**src/rtl/vmem_scanout.sv**
```systemverilog
`default_nettype none
// ============================================================================
//  Module   : vmem_scanout
//  Brief    : Display-side raster sequencer. Generates timing counters and
//             scaled framebuffer read addresses, absorbs the 1-cycle vmem
//             read latency and drives aligned hsync/vsync/de/rgb.
//  Revision : 1.0 - initial release
// ============================================================================
module vmem_scanout #(
   parameter int VMEM_ADDRW  = 16,
   parameter int VMEM_WDATAW = 3,
   parameter int H_ACTIVE    = 640,
   parameter int H_FP        = 16,
   parameter int H_SYNC      = 96,
   parameter int H_BP        = 48,
   parameter int V_ACTIVE    = 480,
   parameter int V_FP        = 10,
   parameter int V_SYNC      = 2,
   parameter int V_BP        = 33,
   parameter int SCALE       = 4,
   parameter bit SYNC_POL    = 1'b0
) (
   input  logic                   clk_i,
   input  logic                   rst_ni,
   input  logic                   en_i,
   output logic [VMEM_ADDRW-1:0]  disp_raddr_o,
   input  logic [VMEM_WDATAW-1:0] disp_rdata_i,
   output logic                   hsync_o,
   output logic                   vsync_o,
   output logic                   de_o,
   output logic [VMEM_WDATAW-1:0] rgb_o,
   output logic                   frame_start_o
);

   localparam int H_TOTAL = H_ACTIVE + H_FP + H_SYNC + H_BP;
   localparam int V_TOTAL = V_ACTIVE + V_FP + V_SYNC + V_BP;
   // One extra code point so the sync-end bound never aliases to zero
   localparam int HW      = $clog2(H_TOTAL + 1);
   localparam int VW      = $clog2(V_TOTAL + 1);
   localparam int SW      = (SCALE > 1) ? $clog2(SCALE) : 1;

   localparam logic [HW-1:0] H_LAST       = HW'(H_TOTAL - 1);
   localparam logic [HW-1:0] H_ACT_END    = HW'(H_ACTIVE);
   localparam logic [HW-1:0] H_ACT_LAST   = HW'(H_ACTIVE - 1);
   localparam logic [HW-1:0] H_SYNC_START = HW'(H_ACTIVE + H_FP);
   localparam logic [HW-1:0] H_SYNC_END   = HW'(H_ACTIVE + H_FP + H_SYNC);
   localparam logic [VW-1:0] V_LAST       = VW'(V_TOTAL - 1);
   localparam logic [VW-1:0] V_ACT_END    = VW'(V_ACTIVE);
   localparam logic [VW-1:0] V_SYNC_START = VW'(V_ACTIVE + V_FP);
   localparam logic [VW-1:0] V_SYNC_END   = VW'(V_ACTIVE + V_FP + V_SYNC);
   localparam logic [SW-1:0] S_LAST       = SW'(SCALE - 1);
   localparam logic [VMEM_ADDRW-1:0] FB_W = VMEM_ADDRW'(H_ACTIVE / SCALE);

   logic [HW-1:0]         h_cnt;
   logic [VW-1:0]         v_cnt;
   logic [SW-1:0]         sx;
   logic [SW-1:0]         sy;
   logic [VMEM_ADDRW-1:0] fx;
   logic [VMEM_ADDRW-1:0] row_base;

   logic h_wrap, v_wrap, active_s0, hs_s0, vs_s0, first_s0;
   logic act_s1, hs_s1, vs_s1, first_s1;
   logic act_s2, hs_s2, vs_s2, first_s2;

   // Stage-0 decode of the raster position
   always_comb begin
      h_wrap    = (h_cnt == H_LAST);
      v_wrap    = (v_cnt == V_LAST);
      active_s0 = (h_cnt < H_ACT_END) && (v_cnt < V_ACT_END);
      hs_s0     = (h_cnt >= H_SYNC_START) && (h_cnt < H_SYNC_END);
      vs_s0     = (v_cnt >= V_SYNC_START) && (v_cnt < V_SYNC_END);
      first_s0  = active_s0 && (h_cnt == '0) && (v_cnt == '0);
   end

   // Raster counters and replicated framebuffer coordinates (no dividers)
   always_ff @(posedge clk_i or negedge rst_ni) begin
      if (!rst_ni) begin
         h_cnt    <= '0;
         v_cnt    <= '0;
         sx       <= '0;
         sy       <= '0;
         fx       <= '0;
         row_base <= '0;
      end else if (!en_i) begin
         h_cnt    <= '0;
         v_cnt    <= '0;
         sx       <= '0;
         sy       <= '0;
         fx       <= '0;
         row_base <= '0;
      end else begin
         if (h_wrap) begin
            h_cnt <= '0;
            v_cnt <= v_wrap ? '0 : v_cnt + 1'b1;
         end else begin
            h_cnt <= h_cnt + 1'b1;
         end

         // Horizontal replication: fx steps once every SCALE visible pixels
         if (h_wrap) begin
            sx <= '0;
            fx <= '0;
         end else if (active_s0) begin
            if (sx == S_LAST) begin
               sx <= '0;
               fx <= fx + 1'b1;
            end else begin
               sx <= sx + 1'b1;
            end
         end

         // Vertical replication: advance a framebuffer row every SCALE lines;
         // the frame wrap lands on a line wrap, so fx clears in the same cycle
         if (h_wrap && v_wrap) begin
            sy       <= '0;
            row_base <= '0;
         end else if (active_s0 && (h_cnt == H_ACT_LAST)) begin
            if (sy == S_LAST) begin
               sy       <= '0;
               row_base <= row_base + FB_W;
            end else begin
               sy <= sy + 1'b1;
            end
         end
      end
   end

   // Read-address stage and flag delay line covering the memory latency
   always_ff @(posedge clk_i or negedge rst_ni) begin
      if (!rst_ni) begin
         disp_raddr_o <= '0;
         act_s1       <= 1'b0;
         hs_s1        <= 1'b0;
         vs_s1        <= 1'b0;
         first_s1     <= 1'b0;
         act_s2       <= 1'b0;
         hs_s2        <= 1'b0;
         vs_s2        <= 1'b0;
         first_s2     <= 1'b0;
      end else if (!en_i) begin
         disp_raddr_o <= '0;
         act_s1       <= 1'b0;
         hs_s1        <= 1'b0;
         vs_s1        <= 1'b0;
         first_s1     <= 1'b0;
         act_s2       <= 1'b0;
         hs_s2        <= 1'b0;
         vs_s2        <= 1'b0;
         first_s2     <= 1'b0;
      end else begin
         if (active_s0) begin
            disp_raddr_o <= row_base + fx;
         end
         act_s1   <= active_s0;
         hs_s1    <= hs_s0;
         vs_s1    <= vs_s0;
         first_s1 <= first_s0;
         act_s2   <= act_s1;
         hs_s2    <= hs_s1;
         vs_s2    <= vs_s1;
         first_s2 <= first_s1;
      end
   end

   // Output register: pixel data meets its delayed timing flags here
   always_ff @(posedge clk_i or negedge rst_ni) begin
      if (!rst_ni) begin
         hsync_o       <= ~SYNC_POL;
         vsync_o       <= ~SYNC_POL;
         de_o          <= 1'b0;
         rgb_o         <= '0;
         frame_start_o <= 1'b0;
      end else if (!en_i) begin
         hsync_o       <= ~SYNC_POL;
         vsync_o       <= ~SYNC_POL;
         de_o          <= 1'b0;
         rgb_o         <= '0;
         frame_start_o <= 1'b0;
      end else begin
         hsync_o       <= hs_s2 ? SYNC_POL : ~SYNC_POL;
         vsync_o       <= vs_s2 ? SYNC_POL : ~SYNC_POL;
         de_o          <= act_s2;
         rgb_o         <= act_s2 ? disp_rdata_i : '0;
         frame_start_o <= first_s2;
      end
   end

endmodule
`default_nettype wire

```
**config.mk**
```make
export PLATFORM = sky130hd
export DESIGN_NAME = vmem_scanout
export DESIGN_NICKNAME = d
export VERILOG_FILES = /design/src/rtl/vmem_scanout.sv
export SDC_FILE = /design/constraint.sdc
export NUM_CORES = 1
export LEC_CHECK = 0
export CAP_MARGIN = 20
export CORE_MARGIN = 2
export CORE_UTILIZATION = 63
export CTS_CLUSTER_DIAMETER = 120
export DETAILED_ROUTE_END_ITERATION = 10
export GPL_TIMING_DRIVEN = 0
export PLACE_DENSITY = 0.84
export RECOVER_POWER = 25
export SYNTH_ARGS = -nofsm -noshare
export SYNTH_HDL_FRONTEND = slang
export SYNTH_SLANG_ARGS = --single-unit
export TNS_END_PERCENT = 20
```
**constraint.sdc**
```tcl
create_clock -name clk_i -period 5.02 [get_ports clk_i]
set_input_delay 1.255 -clock clk_i [delete_from_list [all_inputs] [get_ports clk_i]]
set_output_delay 1.255 -clock clk_i [all_outputs]
set_load 0.01 [all_outputs]
```
==> results.py <==
metrics = {
    "die": {
        "initial_utilization_pct": 65.54,
        "fp.dieW_um": 85.74,
        "number_of_primary_i_o_pins": 29,
        "design.core.area_mm2": 0.006422,
        "die_area_mm2": 0.007350,
        "floorplan.rows": 29,
        "die-height_um": 85.74,
    },
    "logic_synthesis": {
        "yosys_most_used_dff": "sky130_fd_sc_hd__dfrtp_1",
        "netlist.top_cell.by_area": "sky130_fd_sc_hd__dfrtp_1",
        "synth_edf_count": 0,
        "synth_seq_cells": 82,
        "syn_area_mm2": 0.004209,
        "synth.most_common_cell": "sky130_fd_sc_hd__dfrtp_1",
        "synth.avg_cell_area_um2": 9.766,
        "asyncSetResetFlopFracSynth_pct": 100.0,
        "yosys_warnings": 0,
        "number_of_different_library_cells_in_the_post_synthesis_netlist": 50,
        "synthTopCellsByArea": "sky130_fd_sc_hd__dfrtp_1 48%, sky130_fd_sc_hd__xor2_1 5.8%, sky130_fd_sc_hd__ha_1 5.4%",
        "netlist.area_leader.share_pct": 47.56,
        "ys_seq_area_share_pct": 48.81,
        "syn-num-nets": 455,
        "synth_common_cells": "80 x sky130_fd_sc_hd__dfrtp_1, 46 x sky130_fd_sc_hd__nor2_1, 43 x sky130_fd_sc_hd__nand2_1, 28 x sky130_fd_sc_hd__xor2_1, 27 x sky130_fd_sc_hd__nand3_1",
        "synthCells": 431,
    },
    "timing": {
        "fin_tns_setup_ns": 0,
        "timing.slew.headroom_pct": -9.966,
        "tightestPinTransition_ns": 1.649,
        "hold_violations": 0,
        "final_critical_path_setup_slack_ns": 2.088,
        "post-route-min-period_ns": 2.932,
        "slew_viol_final": 30,
        "whs_ns": 0.3668,
        "fmaxAchievable_mhz": 341.0,
        "setup_viol": 0,
        "grt_setup_unrepaired": "false",
        "finClkSkew_ns": 0.01008,
        "fin_crit_sh_pct": 58.41,
    },
    "critical_path": {
        "critical_path_arrival_ns": 3.15,
        "critical_path_buf_inv_count": 3,
        "setup.worst_path.class": "input pin to flop",
        "crit_top_cell": "sky130_fd_sc_hd__clkbuf_1",
        "crit_path_max_incr_delay_ns": 0.61,
        "timing.critical_path.required_ns": 5.24,
        "crit_chain": "clkdlybuf4s50_1 -> o31ai_2 -> clkbuf_1 -> clkbuf_1 -> nor2_1",
        "crit_path_end_kind": "flop",
        "critical_path.slowest_cell": "sky130_fd_sc_hd__clkdlybuf4s50_1",
        "cp_max_fo": 10,
        "timing.critical_path.max_delay_family": "buffers and inverters",
        "start_kind": "input pin",
    },
    "clocking": {
        "cts_root_buffer": "sky130_fd_sc_hd__clkbuf_8",
        "total_of_cells_resized_after_clock_tree_synthesis": 0,
        "cts_tree": "yes",
        "cts_buffers": 9,
        "ctsLongestPathBuffers": 2,
        "insertion_delay_ns": 0.35,
        "clkSinkCount": 82,
        "htree_levels": 3,
        "postCtsSetupBuffers": 0,
        "cts_hold_buf": 0,
        "clkSlewWorstSetupHoldPaths_ns": 0.08,
    },
    "route": {
        "totalWireLength_mm": 9.461,
        "drcViolationCount": 5,
        "drt_pass1_iterations": 8,
        "dr_total_vias": 3423,
        "drtAntennaViolNets": 0,
        "detail_routed_via_count_per_cell": 6.190,
        "route.detailed.wl_per_inst_um": 17.11,
        "first_iter_violations": 379,
    },
    "grt": {
        "use_met3_pct": 4.620,
        "grt_start_max_net_pins": 54,
        "grt_usage_pct": 27.78,
        "global_route.usage.met2_pct": 45.45,
        "global_route.usage.met1_pct": 37.33,
        "grt_pass1_wl_mm": 15.86,
        "antenna_found_initial": 0,
        "grt_pass1_vias": 3176,
        "busiest_layer": "met2",
        "grt_remaining_overflow": 0,
    },
    "placement": {
        "dp_hpwl_mm": 6.548,
        "gp_congestion": 0.8811,
        "post-place-ws_ns": 1.727,
        "numPortBuffers": 28,
    },
    "flow_run": {
        "maxCapViolCount": 1,
    },
    "layout": {
        "finish.net_count": 495,
        "area_growth_pct": 14.80,
        "utilization_pct": 75.24,
        "antenna-diode-count": 0,
        "drive_above_1_share_pct": 6.303,
        "fillers": 431,
    },
    "hold_path": {
        "hold_path.class": "flop to flop",
    },
    "power_and_ir_drop": {
        "power.density_mw_per_mm2": 262.5,
        "vdd.ir_drop.worst_mv": 0.1557,
        "p_leak_nw": 2.195,
    },
    "run_status": {
        "violations": "design-rule violations, max-capacitance violations, max-slew violations",
        "status": "complete, but fails checks",
    },
}
routing by layer:
metal	share of wire, %	wire length, um
met1	42	4019
met2	48	4576
met3	6.6	620
met4	2.6	245
met5	0	0
path summary, 6_finish.rpt:
| path | startpoint | endpoint | slack [ns] | depth (start not counted) |
|---|---|---|---|---|
| max in group asynchronous | rst_ni | vsync_o | 2.69 | 2 |
| worst max-delay path | en_i | fx[2] | 2.09 | 5 |
| worst min-delay path | vs_s2 | vsync_o | 0.37 | 1 |
| min in group asynchronous | rst_ni | rgb_o[1] | 1.32 | 1 |
| worst max register to register | h_cnt[0] | fx[2] | 2.58 | 6 |
| worst min register to register | vs_s2 | vsync_o | 0.37 | 1 |
sequential cells by signal, summed over array words and instances (netlist names), 2 cells and up:
signal        cells
disp_raddr_o     16
fx               16
v_cnt            10
h_cnt            10
row_base         11
rgb_o             3
sy                2
sx                2
where the power goes:
part	internal, W	switching, W	leakage, nW
clock network	0.000295	0.000241	0.117
registers	0.000668	0.00000583	1.13
logic	0.0000199	0.0000389	0.951
total	0.000983	0.000286	2.19
cell families (layout without fill, tap and decap cells):
logic type | after synthesis | in the layout | synth area share, %
AND/OR/NAND/NOR | 201 | 201 | 24.29
flip-flops | 82 | 82 | 48.81
AO/OA/AOI/OAI | 57 | 57 | 9.364
XOR/XNOR | 40 | 40 | 8.324
buffers and inverters | 29 | 74 | 2.913
adder cells (fa/ha/maj) | 18 | 18 | 5.351
multiplexers | 4 | 4 | 0.9513
final cells by class:
type                       count  area [um2]  area share, %
buffer                        21       92.59          1.916
clock buffer                  10       137.6          2.848
clock inverter                 6       87.58          1.813
inverter                       8       30.03         0.6214
multi-input combinational    320        2032          42.05
sequential                    82        2054          42.52
tap                           77       96.34          1.994
timing repair buffer          29       301.5          6.240
metrics by stage:
step | cell area [um2] | power (W) | instances
global placement | 4586 | 0.0007417 | 536
floorplan | 4209 | 0.0007117 | 431
finish | 4832 | 0.001268 | 553
detailed placement | 4611 | 0.0007467 | 537
CTS | 4836 | 0.001274 | 553
global route | 4832 | 0.001303 | 553
cells in the final DEF (no fill, tap or decap), drive strengths merged, types with 14 or more instances in the layout:
cell           netlist  routed
and3                18      18
ha                  18      18
o21ai               16      16
clkdlybuf4s50        0      27
nand3               27      27
xor2                28      28
dfrtp               80      80
nor2                46      46
nand4               14      14
clkbuf              15      26
nand2               44      44
No activity file was read; power rests on OpenSTA's default activity.
